$ cat src/rtl/rnd_harvester.sv
// rnd_harvester: drives the entropy cell's G control, resynchronises its R
// output, von Neumann debiases raw samples, packs them MSB-first into bytes
// behind a valid/ready port and runs a repetition-count health test.
module rnd_harvester #(
  parameter int EXCITE_CYCLES = 2,
  parameter int SETTLE_CYCLES = 4,
  parameter int REP_LIMIT     = 16
) (
  input  logic       CLK,
  input  logic       RST_N,
  input  logic       ENABLE,
  input  logic       RAW,
  output logic       GEN_G,
  output logic [7:0] RND,
  output logic       RND_VALID,
  input  logic       RND_READY,
  output logic       HEALTH_FAIL
);

  localparam int CYC_MAX = (EXCITE_CYCLES > SETTLE_CYCLES) ? EXCITE_CYCLES : SETTLE_CYCLES;
  localparam int CYC_W   = $clog2(CYC_MAX) + 1;
  localparam int RUN_W   = $clog2(REP_LIMIT) + 1;

  localparam logic [CYC_W-1:0] EXC_LAST = CYC_W'(EXCITE_CYCLES - 1);
  localparam logic [CYC_W-1:0] SET_LAST = CYC_W'(SETTLE_CYCLES - 1);
  localparam logic [CYC_W-1:0] CYC_ONE  = CYC_W'(1);
  localparam logic [RUN_W-1:0] REP_LIM  = RUN_W'(REP_LIMIT);
  localparam logic [RUN_W-1:0] RUN_ONE  = RUN_W'(1);

  typedef enum logic [2:0] {
    ST_IDLE,
    ST_EXCITE,
    ST_SETTLE,
    ST_WAIT,
    ST_FAIL
  } state_t;

  state_t           state_q;
  state_t           state_nx;
  logic [CYC_W-1:0] cyc_q;

  logic             raw_sync_p0;
  logic             raw_sync_p1;

  logic             prev_q;
  logic [RUN_W-1:0] run_q;
  logic [RUN_W-1:0] run_nx;

  logic             phase_q;
  logic             first_q;
  logic [7:0]       acc_q;
  logic [2:0]       fill_q;

  logic             capture;
  logic             trip;
  logic             out_free;
  logic             bit_vld;
  logic             byte_done;
  logic [7:0]       byte_val;
  logic             load;
  logic [7:0]       load_val;

  // Run counter increment that sticks at the repetition limit.
  function automatic logic [RUN_W-1:0] run_sat_inc(input logic [RUN_W-1:0] c);
    return (c >= REP_LIM) ? REP_LIM : c + RUN_ONE;
  endfunction

  // Capture happens on the edge that ends the last SETTLE cycle.
  assign capture   = (state_q == ST_SETTLE) && (cyc_q == SET_LAST);
  assign run_nx    = ((run_q != '0) && (raw_sync_p1 == prev_q)) ? run_sat_inc(run_q) : RUN_ONE;
  assign trip      = capture && (run_nx == REP_LIM);
  assign out_free  = !RND_VALID || RND_READY;
  // A differing pair yields its first sample as the debiased bit (10 -> 1, 01 -> 0).
  assign bit_vld   = capture && phase_q && (first_q != raw_sync_p1);
  assign byte_done = bit_vld && (fill_q == 3'd7);
  assign byte_val  = {acc_q[6:0], first_q};
  // In WAIT the finished byte is parked in the accumulator.
  assign load      = (capture && !trip && byte_done && out_free) ||
                     ((state_q == ST_WAIT) && out_free);
  assign load_val  = (state_q == ST_WAIT) ? acc_q : byte_val;

  // Two-flop resynchronizer for the asynchronous entropy bit.
  always_ff @(posedge CLK or negedge RST_N) begin
    if (!RST_N) begin
      raw_sync_p0 <= 1'b0;
      raw_sync_p1 <= 1'b0;
    end else begin
      raw_sync_p0 <= RAW;
      raw_sync_p1 <= raw_sync_p0;
    end
  end

  // State register, per-state cycle counter and registered G control.
  always_ff @(posedge CLK or negedge RST_N) begin
    if (!RST_N) begin
      state_q <= ST_IDLE;
      cyc_q   <= '0;
      GEN_G   <= 1'b1;
    end else begin
      state_q <= state_nx;
      GEN_G   <= (state_nx != ST_EXCITE);
      if (state_nx != state_q) begin
        cyc_q <= '0;
      end else if ((state_q == ST_EXCITE) || (state_q == ST_SETTLE)) begin
        cyc_q <= cyc_q + CYC_ONE;
      end
    end
  end

  // Next-state logic for the sampling sequence.
  always_comb begin
    state_nx = state_q;
    case (state_q)
      ST_IDLE:   if (ENABLE) state_nx = ST_EXCITE;
      ST_EXCITE: if (cyc_q == EXC_LAST) state_nx = ST_SETTLE;
      ST_SETTLE: begin
        if (capture) begin
          if (trip)                        state_nx = ST_FAIL;
          else if (byte_done && !out_free) state_nx = ST_WAIT;
          else                             state_nx = ST_IDLE;
        end
      end
      ST_WAIT:   if (out_free) state_nx = ST_IDLE;
      ST_FAIL:   state_nx = ST_FAIL;
      default:   state_nx = ST_IDLE;
    endcase
  end

  // Repetition-count health test on every captured raw sample.
  always_ff @(posedge CLK or negedge RST_N) begin
    if (!RST_N) begin
      prev_q      <= 1'b0;
      run_q       <= '0;
      HEALTH_FAIL <= 1'b0;
    end else if (capture) begin
      prev_q <= raw_sync_p1;
      run_q  <= run_nx;
      if (trip) HEALTH_FAIL <= 1'b1;
    end
  end

  // Pair tracking and MSB-first packing of debiased bits.
  always_ff @(posedge CLK or negedge RST_N) begin
    if (!RST_N) begin
      phase_q <= 1'b0;
      first_q <= 1'b0;
      acc_q   <= '0;
      fill_q  <= '0;
    end else if (capture) begin
      if (trip) begin
        phase_q <= 1'b0;
        acc_q   <= '0;
        fill_q  <= '0;
      end else begin
        phase_q <= ~phase_q;
        if (!phase_q) first_q <= raw_sync_p1;
        if (bit_vld) begin
          acc_q  <= byte_val;
          fill_q <= fill_q + 3'd1;
        end
      end
    end
  end

  // Output register: load a finished byte, clear on acceptance, drop on health trip.
  always_ff @(posedge CLK or negedge RST_N) begin
    if (!RST_N) begin
      RND       <= '0;
      RND_VALID <= 1'b0;
    end else if (trip) begin
      RND_VALID <= 1'b0;
    end else if (load) begin
      RND       <= load_val;
      RND_VALID <= 1'b1;
    end else if (RND_VALID && RND_READY) begin
      RND_VALID <= 1'b0;
    end
  end

endmodule

$ cat config.mk
export PLATFORM = sky130hd
export DESIGN_NAME = rnd_harvester
export DESIGN_NICKNAME = d
export VERILOG_FILES = /design/src/rtl/rnd_harvester.sv
export SDC_FILE = /design/constraint.sdc
export NUM_CORES = 1
export LEC_CHECK = 0
export ABC_CLOCK_PERIOD_IN_PS = 2009
export BUFFER_PORTS_ARGS = -buffer_cell sky130_fd_sc_hd__buf_4
export CAP_MARGIN = 20
export CORE_UTILIZATION = 50
export CTS_CLUSTER_DIAMETER = 60
export DETAILED_ROUTE_END_ITERATION = 8
export PLACE_DENSITY = 0.71
export SLEW_MARGIN = 10
export SYNTH_ARGS = -nofsm -noshare
export SYNTH_HDL_FRONTEND = slang
export SYNTH_SLANG_ARGS = --single-unit
$ cat constraint.sdc
create_clock -name CLK -period 2.01 [get_ports CLK]
set_input_delay 0.201 -clock CLK [delete_from_list [all_inputs] [get_ports CLK]]
set_output_delay 0.201 -clock CLK [all_outputs]
set_load 0.005 [all_outputs]
==> results.ini <==
[setup_path]
crit_type = register to register
critPathMaxStageDelay_ns = 0.34
worstSetupStartpointType = register
cp.arrival_ns = 2.09
worstPathRequired_ns = 2.18
cp-end-kind = register
critPathSlowestCell = dfrtp_1
path_cells = inv_1 > ha_1 > nand4b_1 > a211o_1 > a41o_4 > mux2_4
worstPathMaxFanout = 8

[power_and_ir_drop]
seq_power_share_pct = 47.3
leakage_nw = 1.19
ir_worst_vdd_mv = 0.585
p_per_area_mw_per_mm2 = 908
swShare_pct = 30.9
p_sw_uw = 632
clkPwrFrac_pct = 26.5
internal-power_mw = 1.41
power_frac_comb_pct = 26.2

[logic_synthesis]
syn_inst = 171
ys_ff_latch = 38
ys_types = 43
synth-edff-count = 0
netlist_top_cells_area = dfrtp_1 (48%), mux2_4 (6.2%), mux2_2 (5.9%)
synthesis.area_mm2 = 0.00192
synth_warnings = 0
synth_seq_area_share_pct = 49.5
synth.avg_cell_area_um2 = 11.3
synth_top_area_cell = dfrtp_1
yosys_most_used_dff = dfrtp_1
synth_nets = 183
ys_async_sr_fraction_pct = 100
synth.top_cell.area_share_pct = 48.1

[grt]
grt_pass1_vias = 1361
grt_pass1_wl_mm = 6.20
grt_usage_pct = 19.9
overflow = 0
grt_max_degree = 39
antenna_found_initial = 0

[timing]
post-route-period-util_pct = 95.5
rsz0062_at_grt = false
fin_crit_ns = 1.92
relSlewSlack_pct = 68.0
hold_viol_final = 0
max_freq_mhz = 521
skew_ns = 0.00849
setup_ws_ns = 0.0898
worst_pin_slew_ns = 0.480
setup_viol = 0
maxSlewViolCount = 0

[finish]
drive_gt1_share_pct = 28.4
fill_cells = 311
fin_nets = 208
area_growth_pct = 17.0
diodes = 0
fin_cells = 245
final_common_cell = dfrtp_1
final_cell_mix = dfrtp_1 (37), buf_4 (25), nor2_1 (18)

[clock_network]
postCtsSetupRepairBufs = 0
h-tree-depth = 2
root_buffer = clkbuf_8
clkSinkCount = 38
cts_buffers = 5
clkTransAtPathRegs_ns = 0.07
insertion_delay_ns = 0.29
ctsLongestPathBuffers = 2
cts_tree = built

[status]
status = finished, final reports clean

[die]
fp.dieW_um = 64.0
rows = 22
core_mm2 = 0.00369
initial_utilization_pct = 52.2
die_h_um = 64.0
die-area_mm2 = 0.00410
ioPinCount = 16

[hold_path]
hold_path.class = primary input to register

[place]
portBuffers = 15
place_inst = 236
place_ws_ns = -0.0658
place_congestion = 0.799
dpl.hpwl_mm = 2.43

[route]
wl_per_cell_um = 14.8
first_pass_iters = 4
vias = 1352
vias_per_cell = 5.52
routed_wirelength_mm = 3.63
dr.first_iter.drc_count = 62
antenna_left = 0
drcViolationCount = 0

[run]
cap_viol_max_count = 0

-- worst max-delay path, delay by kind of cell (launching register included) --
family | cells | cell delay [ns]
buffers and inverters | 1 | 0.06
AO/OA/AOI/OAI | 2 | 0.62
AND/OR/NAND/NOR | 1 | 0.17
multiplexers | 1 | 0.31
adder cells (fa/ha/maj) | 1 | 0.30
flip-flops | 1 | 0.34
-- power groups by stage --
stage	registers (mW)	clock network, mW	logic [mW]
after CTS	0.967	0.560	0.531
after floorplan	0.934	0	0.406
final	0.968	0.541	0.535
after global placement	0.972	0	0.505
after detailed placement	0.983	0	0.524
after global routing	0.982	0.584	0.599
-- layer usage --
layer	global-route usage [%]	part of all wire, %	vias to the layer above
li1	-	-	647
met1	25.8	47	677
met2	32.4	48	21
met3	4.82	3.1	7
met4	6.53	1.3	0
met5	0	0	-
-- layout make-up --
type | instances | area [um^2] | area share (%)
Sequential cell | 38 | 952 | 42.3
Multi-Input combinational cell | 116 | 906 | 40.2
Timing Repair Buffer | 27 | 209 | 9.28
Clock buffer | 6 | 82.6 | 3.67
Tap cell | 48 | 60.1 | 2.67
Inverter | 8 | 30.0 | 1.33
Clock inverter | 2 | 12.5 | 0.556
-- path summary, 6_finish.rpt --
| kind | startpoint | to | slack (ns) | cells after the start |
|---|---|---|---|---|
| setup / recovery | run_q[0] | RND[5] | 0.09 | 6 |
| hold reg to reg | raw_sync_p0 | raw_sync_p1 | 0.35 | 0 |
| min in group asynchronous | RST_N | cyc_q[0] | 0.42 | 2 |
| hold / removal | RAW | raw_sync_p0 | 0.02 | 1 |
| setup reg to reg | run_q[0] | RND[5] | 0.09 | 6 |
| max in group asynchronous | RST_N | GEN_G | 1.24 | 2 |
-- repair_timing --
| item | in CTS | in global routing |
|---|---|---|
| gates cloned | 0 | 0 |
| hold buffers | 1 | 0 |
| setup endpoints to repair | 8 | 10 |
| pin swaps | 0 | 1 |
| resized for setup | 1 | 3 |
| hold endpoints to repair | 37 | 0 |
-- cells in the mapped netlist, types with 2 or more instances --
library cell	count
nand3_1	5
nand2_1	8
mux2_2	10
nor2_1	18
xor2_1	3
nand2b_1	4
a21oi_1	8
a21o_1	2
o21ai_0	5
mux2_4	8
inv_1	8
buf_2	5
nor3b_1	3
dfrtp_1	37
mux2i_1	10
ha_1	7
nor3_1	2
nor2b_1	3
-- state kept, by name (all words and copies together), names as in the netlist, 3 cells and up --
register,count
RND,8
acc_q,8
run_q,5
cyc_q,3
fill_q,3
state_q,3
-- per-stage QoR --
step	TNS, ns	power, mW	util, %	hold slack [ns]	instance area, um^2
6_report	0	2.04	61.1	0.0206	2250
2_1_floorplan	0	1.34	-	-0.0946	1920
3_5_place_dp	-0.469	1.51	57.7	0.199	2130
4_1_cts	0	2.06	60.6	0.0106	2230
5_1_grt	0	2.17	61.1	0.00813	2250
3_3_place_gp	-0.00000999	1.48	57.7	0.190	2130
-- kinds of logic (layout without fill, tap and decap cells) --
| kind of cell | count (synthesis) | in the layout | synth area share [%] |
|---|---|---|---|
| xor gates and xnor gates | 4 | 4 | 1.82 |
| and+or+nand+nor | 50 | 50 | 13.4 |
| DFF | 38 | 38 | 49.5 |
| buffers and inverters | 17 | 43 | 4.23 |
| AOI/OAI and AO/OA | 27 | 27 | 9.23 |
| muxes | 28 | 28 | 17.3 |
| adders and majority gates | 7 | 7 | 4.55 |
Note: power is estimated with default switching activity, not from simulation.
